`src/rtl/switch_debounce8.sv`:
```
// -----------------------------------------------------------------------------
// switch_debounce8
//
// Conditions the eight raw board switches before they reach the 8-to-3
// priority encoder. Each bit passes through a two-flop synchroniser and an
// independent debounce counter. Any settled change is then published as a
// latched event over a valid/ready handshake.
//
// Ports
//   clk          core clock, all flops on the rising edge
//   rst_n        asynchronous, active-low reset
//   sw_raw[7:0]  raw asynchronous switch inputs
//   sw_stable    debounced, registered switch vector (feeds the encoder)
//   evt_valid    a change event is pending
//   evt_ready    consumer accepts the pending event this cycle
//   evt_data     sw_stable value captured at the most recent change
//   evt_overrun  sticky: a pending event was overwritten before acceptance
//
// Handshake: a transfer happens on any rising edge where evt_valid=1 and
// evt_ready=1. evt_data is held while evt_valid=1 unless a newer change
// arrives, and the newest change always wins. If that newer change lands
// while the old event is unaccepted, evt_overrun is set. If it lands on the
// same edge as an accept, the old event is consumed and the new one loaded,
// so evt_valid stays 1 with no overrun. evt_ready while evt_valid=0 is ignored.
// -----------------------------------------------------------------------------
module switch_debounce8 #(
  parameter int  DEBOUNCE_CYCLES = 16,
  localparam int CNT_W           = $clog2(DEBOUNCE_CYCLES)
) (
  input  logic       clk,
  input  logic       rst_n,
  input  logic [7:0] sw_raw,
  output logic [7:0] sw_stable,
  output logic       evt_valid,
  input  logic       evt_ready,
  output logic [7:0] evt_data,
  output logic       evt_overrun
);

  localparam logic [CNT_W-1:0] CNT_LAST = CNT_W'(DEBOUNCE_CYCLES - 1);

  logic [7:0]       sync1;
  logic [7:0]       sync2;
  logic [CNT_W-1:0] cnt      [8];
  logic [CNT_W-1:0] cnt_nxt  [8];
  logic [7:0]       stable_nxt;
  logic             update;
  logic             valid_nxt;
  logic [7:0]       data_nxt;
  logic             overrun_nxt;

  // Two-flop synchroniser; only sync2 is used downstream.
  always_ff @(posedge clk or negedge rst_n) begin
    if (!rst_n) begin
      sync1 <= 8'h00;
      sync2 <= 8'h00;
    end else begin
      sync1 <= sw_raw;
      sync2 <= sync1;
    end
  end

  // Per-bit debounce: the counter only advances while sync2 disagrees with
  // the stable value. Any return to agreement clears it, so the stable bit
  // flips only after DEBOUNCE_CYCLES consecutive disagreeing edges.
  always_comb begin
    stable_nxt = sw_stable;
    for (int i = 0; i < 8; i++) begin
      cnt_nxt[i] = '0;
      if (sync2[i] != sw_stable[i]) begin
        if (cnt[i] == CNT_LAST) begin
          stable_nxt[i] = sync2[i];
        end else begin
          cnt_nxt[i] = cnt[i] + CNT_W'(1);
        end
      end
    end
  end

  assign update = |(stable_nxt ^ sw_stable);

  always_ff @(posedge clk or negedge rst_n) begin
    if (!rst_n) begin
      sw_stable <= 8'h00;
      for (int i = 0; i < 8; i++) begin
        cnt[i] <= '0;
      end
    end else begin
      sw_stable <= stable_nxt;
      for (int i = 0; i < 8; i++) begin
        cnt[i] <= cnt_nxt[i];
      end
    end
  end

  // Event slot. evt_valid is the whole state of this small machine and is
  // already visible on the port. An update always loads the slot. Without an
  // update, an accepted event empties it.
  always_comb begin
    valid_nxt   = evt_valid;
    data_nxt    = evt_data;
    overrun_nxt = evt_overrun;
    if (update) begin
      valid_nxt = 1'b1;
      data_nxt  = stable_nxt;
      if (evt_valid && !evt_ready) begin
        overrun_nxt = 1'b1;
      end
    end else if (evt_valid && evt_ready) begin
      valid_nxt = 1'b0;
    end
  end

  always_ff @(posedge clk or negedge rst_n) begin
    if (!rst_n) begin
      evt_valid   <= 1'b0;
      evt_data    <= 8'h00;
      evt_overrun <= 1'b0;
    end else begin
      evt_valid   <= valid_nxt;
      evt_data    <= data_nxt;
      evt_overrun <= overrun_nxt;
    end
  end

endmodule

```
`config.mk`:
```
export PLATFORM = sky130hd
export DESIGN_NAME = switch_debounce8
export DESIGN_NICKNAME = d
export VERILOG_FILES = /design/src/rtl/switch_debounce8.sv
export SDC_FILE = /design/constraint.sdc
export NUM_CORES = 1
export LEC_CHECK = 0
export BUFFER_PORTS_ARGS = -buffer_cell sky130_fd_sc_hd__buf_4
export CORE_ASPECT_RATIO = 1.2
export CORE_MARGIN = 2
export CORE_UTILIZATION = 55
export DETAILED_ROUTE_END_ITERATION = 8
export PLACE_DENSITY = 0.76
export SLEW_MARGIN = 0
export SYNTH_ARGS = -nofsm -noshare
export SYNTH_HDL_FRONTEND = slang
export SYNTH_SLANG_ARGS = --single-unit
```
`constraint.sdc`:
```
create_clock -name clk -period 4.81 [get_ports clk]
set_clock_uncertainty 0.15 [all_clocks]
set_input_delay 0.962 -clock clk [delete_from_list [all_inputs] [get_ports clk]]
set_output_delay 0.962 -clock clk [all_outputs]
set_load 0.05 [all_outputs]
```
; After elaboration in Yosys (flattened, before gate mapping)
; Cells that the tools add are included.
[word_totals]
reg_bits = 66
output_inout_bits = 18
elab_cells = 79
[op_classes]
addsub = 8
n_eq_ne = 16
muxes = 34
bitwise = 1
reduce_logical = 6
[ops]
columns = operator, n
row1 = two-way mux 4 bit, 16
row2 = adder 4 x 1 -> 4 bit (second input constant), 8
row3 = equality test 4 bit (second input constant), 8
row4 = two-way mux 1 bit, 18
row5 = != test 1 bit, 8
row6 = OR reduction 8 bit, 1
row7 = bitwise XOR 8 bit, 1
row8 = logical AND 1 bit, 2
row9 = AND reduction 2 bit, 1
row10 = nonzero test 2 bit, 1
row11 = logical NOT 1 bit, 1

; Depth between registers and ports, before layout
; Gate-level depths: netlist of run 1.
[depth]
word_depth = 6
depth_mapped = 6

; Worst setup path before layout of run 1
; No wires, ideal clock.
[synth_path]
kind = reg-to-reg
start = reg sw_stable[4]
end = reg evt_data[0]
arrival_time_ns = 2.011
path_slack_ns = 2.524
path_stages_with_launch = 6
path_buffers = 1
synth_period_minus_slack_ns = 2.286
cell_sequence = dfrtp_1 -> xnor2_1 -> o22ai_1 -> or4_1 -> buf_6 -> mux2_4
[synth_via]
elab_chain_cells = 4
[synth_rtl]
columns = item, line
row1 = from (decl), 33  ; output logic [7:0] sw_stable,
row2 = from (signal assigned), 89  ; sw_stable <= stable_nxt;
row3 = two-way mux 1 bit / != test 1 bit (equally long branches), "71, 70"
row4 = two-way mux 1 bit, 70  ; if (sync2[i] != sw_stable[i]) begin
row5 = bitwise XOR 8 bit *, 80  ; assign update = |(stable_nxt ^ sw_stable);
row6 = OR reduction 8 bit *, 80
row7 = to (signal assigned), 121  ; evt_data <= data_nxt;
row8 = to (decl), 36  ; output logic [7:0] evt_data,
; Every way passes the cells marked *; elsewhere a longest branch is shown, timed or not.
; A chain may end at the register's enable or synchronous reset.

; Worst setup path after layout of run 1
[layout_path]
start = reg sw_stable[1]
end = reg evt_data[2]
; Same word-level chain as after synthesis.

==> flow_metrics.env, run 1 <==
export IMPL_clk_pin_slew_ns=0.06
export IMPL_crit_path_end_kind="flop"
export IMPL_finalSetupViolCount=0
export IMPL_h_tree_depth=3
export IMPL_cts_root_buf="clkbuf_8"
export IMPL_core_area_um2=4560
export IMPL_avgSynthCellArea_um2=13.9
export IMPL_relSlewSlack_pct=47.7
export IMPL_vias=1498
export IMPL_antenna_found_initial=0
export IMPL_worst_ep_required_time_ns=4.87
export IMPL_holdBufCountCts=0
export IMPL_p_comb_share_pct=5.0
export IMPL_max_cap_violations=0
export IMPL_irDropWorstVdd_v=0.000234
export IMPL_fin_util_pct=66.9
export IMPL_grt_pass1_vias=1384
export IMPL_gp_congestion=0.793
export IMPL_drtAntennaViolNets=0
export IMPL_wl_mm=4.07
export IMPL_rsz0062_at_grt="false"
export IMPL_seqPwrFrac_pct=53.4
export IMPL_fmax_mhz=409
export IMPL_ys_types=24
export IMPL_p_int_w=0.000884
export IMPL_clock_latency_ns=0.33
export IMPL_wire_per_inst_um=14.3
export IMPL_slew_viol_final=0
export IMPL_hp_class="reg -> reg"
export IMPL_drt_iter0_drc=80
export IMPL_tightest_slew_ns=0.784
export IMPL_hold_viol_final=0
export IMPL_final_setup_tns_ns=0
export IMPL_design_area_um2=3050
export IMPL_syn_num_nets=204
export IMPL_grt_overflow_total=0
export IMPL_ys_seq_elements=66
export IMPL_status="completed"
export IMPL_die_w_um=66.5
export IMPL_r2r_slack_ns=2.37
export IMPL_synth_seq_area_share_pct=64.1
export IMPL_total_power_w=0.00112
export IMPL_post_route_min_period_ns=2.44
export IMPL_whs_ns=0.198
export IMPL_num_rows=27
export IMPL_dpl_cell_area_um2=2850
export IMPL_r2r_end="evt_data[2]"
export IMPL_p_sw_share_pct=21.1
export IMPL_fin_crit_sh_pct=50.8
export IMPL_cts_setup_buffers=0
export IMPL_die_y_um=79.0
export IMPL_die_area_um2=5250
export IMPL_crit_fanout=10
export IMPL_cts_tree="done"
export IMPL_netlist_instances=185
export IMPL_track_usage_pct=17.0
export IMPL_p_per_area_nw_per_um2=367
export IMPL_pwr_share_clk_pct=41.5
export IMPL_start_kind="flop"
export IMPL_min_delay_start="sync1[2]"
export IMPL_min_to="sync2[2]"
export IMPL_initial_core_util_pct=56.5
export IMPL_reg2reg_depth=4
export IMPL_vias_per_cell=5.26
export IMPL_leakagePower_nw=1.43
export IMPL_dr_pass1_iters=4
export IMPL_yosysWarnings=0
export IMPL_io_pins=29
export IMPL_cts_num_sinks=66
export IMPL_final_layout_size_suffix_gt1_share_pct=26.9
export IMPL_dp_hpwl_mm=2.81
export IMPL_grt_pass1_wl_mm=6.49
export IMPL_final_nets=242
export IMPL_post_route_drc_count=0
export IMPL_crit_arrival_ns=2.50
export IMPL_p_sw_w=0.000236
export IMPL_r2r_start="sw_stable[1]"
export IMPL_crit_type="reg -> reg"
export IMPL_cts_buffer_depth=2
export IMPL_whs_path_depth=0
export IMPL_io_buffers=28
export IMPL_cts_made_buffers=9
export IMPL_syn_area_um2=2580
export IMPL_area_delta_synth_final_pct=18.4
export IMPL_grt_max_degree=67
export IMPL_antenna_cells=0
export IMPL_post_cts_resized=0
[layout make-up]
class	count	area, µm²
fill	356	1510
timing repair buffer	28	210
sequential	66	1650
tap	58	72.6
multi-input combinational	110	885
clock buffer	13	169
clock inverter	2	35.0
inverter	8	30.0
[through the flow]
step,cells,setup slack (ns)
final,285,2.37
after floorplan,185,2.52
after global routing,285,2.29
after detailed placement,270,2.38
after CTS,285,2.37
after global placement,270,2.45
[worst max-delay path, stage by stage, from the launching register on]
cell and delay, ns:
dfrtp_1 0.41, xnor2_1 0.44, o22ai_1 0.16, or4_1 0.78, mux2_4 0.39
[per-layer routing]
metal | vias to the layer above | part of all wire, % | global-route usage (%)
met5 | - | 0 | 0
met4 | 0 | 1.5 | 5.51
met3 | 7 | 5.0 | 7.51
met2 | 31 | 46 | 24.5
met1 | 722 | 48 | 23.2
li1 | 738 | - | -
[synth_stat cells, drive strengths merged]
library cell	n	share of area, %
nor2b	6	1.5
nor3b	5	1.5
nor2	8	1.2
inv	8	1.2
a31o	1	0.34
o22ai	4	0.97
dfrtp	66	64
and2b	2	0.63
mux2	16	8.2
buf	1	0.44
ha	8	3.9
or4	1	0.29
nand4b	7	2.4
a21o	2	0.63
o21ai	7	1.4
a21oi	14	2.7
xnor2	16	5.7
a311oi	4	1.4
nand3	8	1.6
a31oi	1	0.24
[cells in the final DEF, fill, tap and decap left out]
master and count:
nor2_1 8, clkinv_2 1, a31o_1 1, o21ai_0 7
nor3b_1 5, ha_1 8, mux2_4 8, and2b_1 1
a21o_2 1, xnor2_2 1, a21o_1 1, bufinv_16 1
a21oi_1 14, inv_1 8, a311oi_1 4, o22ai_1 4
clkbuf_1 1, clkbuf_8 12, a31oi_1 1, or4_1 1
xnor2_1 15, nand3_1 8, mux2_2 8, buf_4 28
dfrtp_1 66, and2b_2 1, nor2b_1 6, nand4b_1 7
[logic make-up after synthesis]
logic type               Yosys count  synth area share, %
flip-flops                        66                 64.1
XOR/XNOR                          16                 5.73
AO/OA/AOI/OAI                     33                 7.62
adder cells (fa/ha/maj)            8                 3.88
multiplexers                      16                 8.16
buffers and inverters              9                 1.60
AND/OR/NAND/NOR                   37                 8.93
[state kept, by name, summed over array words and instances, names as in the netlist]
| register | cells |
|---|---|
| evt_data | 8 |
| sync1 | 8 |
| evt_valid | 1 |
| cnt | 32 |
| sync2 | 8 |
| sw_stable | 8 |
| evt_overrun | 1 |
[power groups by stage]
stage	Combinational [W]	Sequential [W]	Clock, W
after floorplan	0.0000344	0.000604	0
after global placement	0.0000563	0.000607	0
after detailed placement	0.0000577	0.000608	0
after CTS	0.0000586	0.000598	0.000480
after global routing	0.0000655	0.000601	0.000503
final	0.0000565	0.000599	0.000465
[worst max path at each step]
stage	start	to	slack, ns	depth (start not counted)
floorplan	sw_stable[4]	evt_data[0]	2.52	5
global placement	sw_stable[1]	evt_data[1]	2.45	4
detailed placement	sw_stable[1]	evt_data[1]	2.38	4
CTS	sw_stable[1]	evt_data[2]	2.37	4
global route	sw_stable[2]	evt_data[1]	2.29	4
finish	sw_stable[1]	evt_data[2]	2.37	4
(Power assumes the default switching activity.)
==> run 2: changes to the inputs <==
Settings changed: CORE_UTILIZATION 55 to 51, PLACE_DENSITY 0.76 to 0.74.
Clock period 4.81 ns to 2.1 ns, I/O delays scaled along.
==> flow_metrics.env, run 2 (synthesis gave the netlist of run 1 again) <==
export IMPL_status="completed"
export IMPL_wire_per_inst_um=14.2
export IMPL_grt_max_degree=33
export IMPL_grt_pass1_vias=1613
export IMPL_io_pins=29
export IMPL_final_setup_tns_ns=0
export IMPL_cts_buffer_depth=2
export IMPL_crit_path_end_kind="flop"
export IMPL_final_cell_mix="buf_4 (62), dfrtp_1 (58), a21oi_1 (14)"
export IMPL_start_kind="flop"
export IMPL_clk_pin_slew_ns=0.07
export IMPL_p_int_w=0.00213
export IMPL_cts_num_sinks=66
export IMPL_largest_reg_flops=32
export IMPL_area_delta_synth_final_pct=35.5
export IMPL_core_area_um2=4900
export IMPL_initial_core_util_pct=52.6
export IMPL_worst_ep_required_time_ns=2.18
export IMPL_rsz0062_at_grt="true"
export IMPL_gp_congestion=0.793
export IMPL_p_sw_share_pct=21.9
export IMPL_post_route_drc_count=0
export IMPL_cts_root_buf="clkbuf_8"
export IMPL_die_area_um2=5640
export IMPL_io_buffers=28
export IMPL_dr_pass1_iters=4
export IMPL_wl_mm=4.62
export IMPL_die_y_um=81.9
export IMPL_largest_register="cnt"
export IMPL_dp_hpwl_mm=3.29
export IMPL_fmax_mhz=487
export IMPL_crit_type="reg -> reg"
export IMPL_track_usage_pct=18.6
export IMPL_fin_util_pct=71.2
export IMPL_drt_iter0_drc=86
export IMPL_antenna_found_initial=0
export IMPL_max_cap_violations=0
export IMPL_final_nets=279
export IMPL_cp_cell_sequence="ha_2, nand3_2, o22ai_2, or4_4, buf_8, mux2_4"
export IMPL_vias_per_cell=5.12
export IMPL_grt_overflow_total=0
export IMPL_hp_class="in -> reg"
export IMPL_tightest_slew_ns=0.395
export IMPL_cts_tree="done"
export IMPL_antenna_cells=0
export IMPL_hold_viol_final=0
export IMPL_post_route_min_period_ns=2.06
export IMPL_die_w_um=68.9
export IMPL_h_tree_depth=3
export IMPL_p_comb_share_pct=7.3
export IMPL_p_sw_w=0.000595
export IMPL_crit_path_top_delay_cell="or4_4"
export IMPL_p_per_area_nw_per_um2=779
export IMPL_vias=1665
export IMPL_seqPwrFrac_pct=50.4
export IMPL_final_layout_size_suffix_gt1_share_pct=47.5
export IMPL_crit_arrival_ns=2.13
export IMPL_clock_latency_ns=0.34
export IMPL_leakagePower_nw=1.64
export IMPL_irDropWorstVdd_v=0.000779
export IMPL_num_rows=28
export IMPL_critPathMaxStageDelay_ns=0.56
export IMPL_drtAntennaViolNets=0
export IMPL_cts_made_buffers=9
export IMPL_fin_crit_sh_pct=97.9
export IMPL_grt_pass1_wl_mm=7.36
export IMPL_pwr_share_clk_pct=42.4
export IMPL_crit_fanout=7
export IMPL_final_common_cell="buf_4"
export IMPL_relSlewSlack_pct=73.6
export IMPL_slew_viol_final=0
export IMPL_finalSetupViolCount=0
[run 2: critical path: cells and delay by family, from the launching register on]
family | cells | cell delay, ns
muxes | 1 | 0.29
AOI/OAI and AO/OA | 1 | 0.07
adders and majority gates | 1 | 0.22
and+or+nand+nor | 2 | 0.65
buffers and inverters | 1 | 0.16
DFF | 1 | 0.41
[run 2: area by class of cell]
cell class	count	area [µm²]
inverter	8	30.0
fill	348	1410
timing repair buffer	65	502
tap	60	75.1
clock inverter	6	80.1
multi-input combinational	110	1010
sequential	66	1660
clock buffer	10	138
[run 2: stage by stage]
step	power [W]	hold WS (ns)	cells	cell area (µm²)	setup slack, ns
2_1_floorplan	0.00147	-0.0256	185	2640	0.00166
3_3_place_gp	0.00156	0.182	303	3150	0.0338
3_5_place_dp	0.00157	0.185	303	3150	-0.000000555
4_1_cts	0.00273	0.0241	320	3370	-0.00535
5_1_grt	0.00284	0.0214	325	3490	-0.0182
6_report	0.00272	0.0367	325	3490	0.0448
[run 2: power by group through the flow]
stage	logic, W	clock network (W)	registers [W]
final	0.000198	0.00115	0.00137
after global routing	0.000225	0.00124	0.00138
after CTS	0.000186	0.00118	0.00137
after detailed placement	0.000182	0	0.00139
after global placement	0.000177	0	0.00139
after floorplan	0.0000830	0	0.00139
[run 2: worst paths after layout]
kind	start	to	slack (ns)	depth (start not counted)
worst min-delay path	sw_raw[7]	sync1[7]	0.04	1
max in group asynchronous	rst_n	sw_stable[1]	0.87	3
worst max register to register	cnt[0]	evt_data[3]	0.04	6
worst min register to register	sync1[6]	sync2[6]	0.19	0
worst max-delay path	cnt[0]	evt_data[3]	0.04	6
min in group asynchronous	rst_n	cnt[15]	0.40	2
[run 2: per-layer routing]
metal | vias to the layer above | GRT usage, % | share of wire [%] | routed length (µm)
met5 | - | 0 | 0 | 0
met4 | 0 | 10.2 | 2.1 | 97
met3 | 10 | 5.34 | 4.3 | 201
met2 | 33 | 28.5 | 50 | 2310
met1 | 807 | 23.6 | 44 | 2010
li1 | 815 | - | - | -
[run 2: timing repair]
| action | CTS | global route |
|---|---|---|
| endpoints found under the setup margin | 5 | 9 |
| pin swaps | 0 | 2 |
| gates resized for setup | 0 | 17 |
| hold buffers | 1 | 0 |
| buffers inserted | 0 | 5 |
| hold endpoints to repair | 29 | 0 |
==> run 3: changes to the inputs <==
Settings changed: CORE_UTILIZATION 51 to 35, PLACE_DENSITY 0.74 to 0.54.
==> flow_metrics.env, run 3 (synthesis gave the netlist of run 1 again) <==
export IMPL_area_delta_synth_final_pct=39.2
export IMPL_relSlewSlack_pct=79.3
export IMPL_crit_type="reg -> reg"
export IMPL_nFillCells=620
export IMPL_seqPwrFrac_pct=47.3
export IMPL_die_y_um=98.0
export IMPL_fin_util_pct=49.9
export IMPL_wire_per_inst_um=13.5
export IMPL_drtAntennaViolNets=0
export IMPL_grt_overflow_total=0
export IMPL_grt_max_degree=46
export IMPL_largest_reg_flops=32
export IMPL_dr_pass1_iters=4
export IMPL_hp_class="in -> reg"
export IMPL_crit_path_end_kind="flop"
export IMPL_cts_buffer_depth=2
export IMPL_p_int_w=0.00226
export IMPL_fin_crit_sh_pct=97.2
export IMPL_dp_slack_ns=-0.0376
export IMPL_cp_top_family="simple AND/OR/NAND/NOR gates"
export IMPL_p_per_area_nw_per_um2=805
export IMPL_die_w_um=82.3
export IMPL_status="completed"
export IMPL_final_layout_size_suffix_gt1_share_pct=48.9
export IMPL_gp_congestion=0.680
export IMPL_critical_path_buf_inv_count=1
export IMPL_wl_mm=4.84
export IMPL_post_route_min_period_ns=2.04
export IMPL_drt_iter0_drc=41
export IMPL_leakagePower_nw=1.66
export IMPL_post_route_drc_count=0
export IMPL_num_rows=34
export IMPL_crit_path_top_delay_cell="or4_4"
export IMPL_dp_hpwl_mm=3.36
export IMPL_max_cap_violations=0
export IMPL_cp_cell_sequence="ha_2, nand3_2, o22ai_2, or4_4, buf_8, mux2_4"
export IMPL_vias=1683
export IMPL_tightest_slew_ns=0.310
export IMPL_p_comb_share_pct=7.2
export IMPL_vias_per_cell=4.70
export IMPL_io_pins=29
export IMPL_p_sw_share_pct=21.7
export IMPL_cts_num_sinks=66
export IMPL_track_usage_pct=13.5
export IMPL_largest_register="cnt"
export IMPL_initial_core_util_pct=35.9
export IMPL_final_nets=282
export IMPL_final_cell_mix="buf_4 (64), dfrtp_1 (58), a21oi_1 (14)"
export IMPL_fmax_mhz=490
export IMPL_h_tree_depth=3
export IMPL_irDropWorstVdd_v=0.000446
export IMPL_core_area_um2=7190
export IMPL_slew_viol_final=0
export IMPL_die_area_um2=8070
export IMPL_cts_tree="done"
export IMPL_worst_slack_ns=0.0583
export IMPL_finalSetupViolCount=0
export IMPL_worst_ep_required_time_ns=2.17
export IMPL_p_sw_w=0.000627
export IMPL_io_buffers=28
export IMPL_hold_viol_final=0
export IMPL_crit_fanout=7
export IMPL_seq_area_um2=1660
export IMPL_cts_made_buffers=9
export IMPL_multi_input_area_um2=995
export IMPL_final_common_cell="buf_4"
export IMPL_grt_pass1_wl_mm=8.12
export IMPL_antenna_found_initial=0
export IMPL_clk_pin_slew_ns=0.08
export IMPL_antenna_cells=0
export IMPL_start_kind="flop"
export IMPL_grt_pass1_vias=1732
export IMPL_crit_arrival_ns=2.11
export IMPL_clock_latency_ns=0.34
export IMPL_cts_root_buf="clkbuf_8"
export IMPL_critPathMaxStageDelay_ns=0.56
export IMPL_pwr_share_clk_pct=45.6
[run 3: power groups by stage]
stage | Clock, W | Combinational [W] | Sequential, W
floorplan | 0 | 0.0000830 | 0.00139
global placement | 0 | 0.000185 | 0.00139
detailed placement | 0 | 0.000188 | 0.00139
CTS | 0.00136 | 0.000193 | 0.00137
global route | 0.00141 | 0.000238 | 0.00137
finish | 0.00132 | 0.000207 | 0.00137
[run 3: path summary, 6_finish.rpt]
path / startpoint / endpoint / slack (ns) / cells past startpoint
hold reg to reg: sync1[2] / sync2[2] / 0.19 / 0
max in group asynchronous: rst_n / sw_stable[2] / 0.88 / 3
hold / removal: sw_raw[0] / sync1[0] / 0.03 / 1
min in group asynchronous: rst_n / cnt[17] / 0.37 / 2
setup / recovery: cnt[21] / evt_data[7] / 0.06 / 6
setup reg to reg: cnt[21] / evt_data[7] / 0.06 / 6
[run 3: cell type report]
| cell class | instances | share of cell area [%] |
|---|---|---|
| multi-input cells | 110 | 27.7 |
| well taps | 90 | 3.14 |
| inverters | 8 | 0.837 |
| repair buffers | 68 | 15.0 |
| clock buffers | 10 | 3.84 |
| flip-flops and latches | 66 | 46.3 |
| clock inverters | 6 | 3.17 |
[run 3: worst register-to-register path, delay by kind of cell, from the launching register on]
kind            cells  cell delay (ns)
compound gates      1             0.07
simple gates        2             0.65
flops               1             0.39
buf+inv             1             0.16
mux                 1             0.29
fa+ha+maj           1             0.20
[run 3: per-stage QoR]
step	TNS [ns]	hold WS [ns]	instance area, µm²	cells	power (W)
after floorplan	0	-0.0256	2640	185	0.00147
after global placement	-0.0629	0.181	3200	334	0.00157
after detailed placement	-0.173	0.185	3200	334	0.00158
after CTS	0	0.00812	3480	352	0.00291
after global routing	-0.00138	0.00794	3590	358	0.00302
final	0	0.0315	3590	358	0.00289
[run 3: repair_timing]
item | CTS | global route
setup endpoints to repair | 8 | 8
pin swaps | 0 | 2
resized for setup | 2 | 15
endpoints found under the hold margin | 21 | 0
setup buffers | 1 | 6
hold buffers | 1 | 0
[run 3: routing by layer]
layer / vias up / GRT usage, % / wire (µm)
met5: - / 0 / 0
met4: 0 / 6.92 / 107
met3: 10 / 3.88 / 187
met2: 31 / 20.7 / 2480
met1: 828 / 17.1 / 2060
li1: 814 / - / -
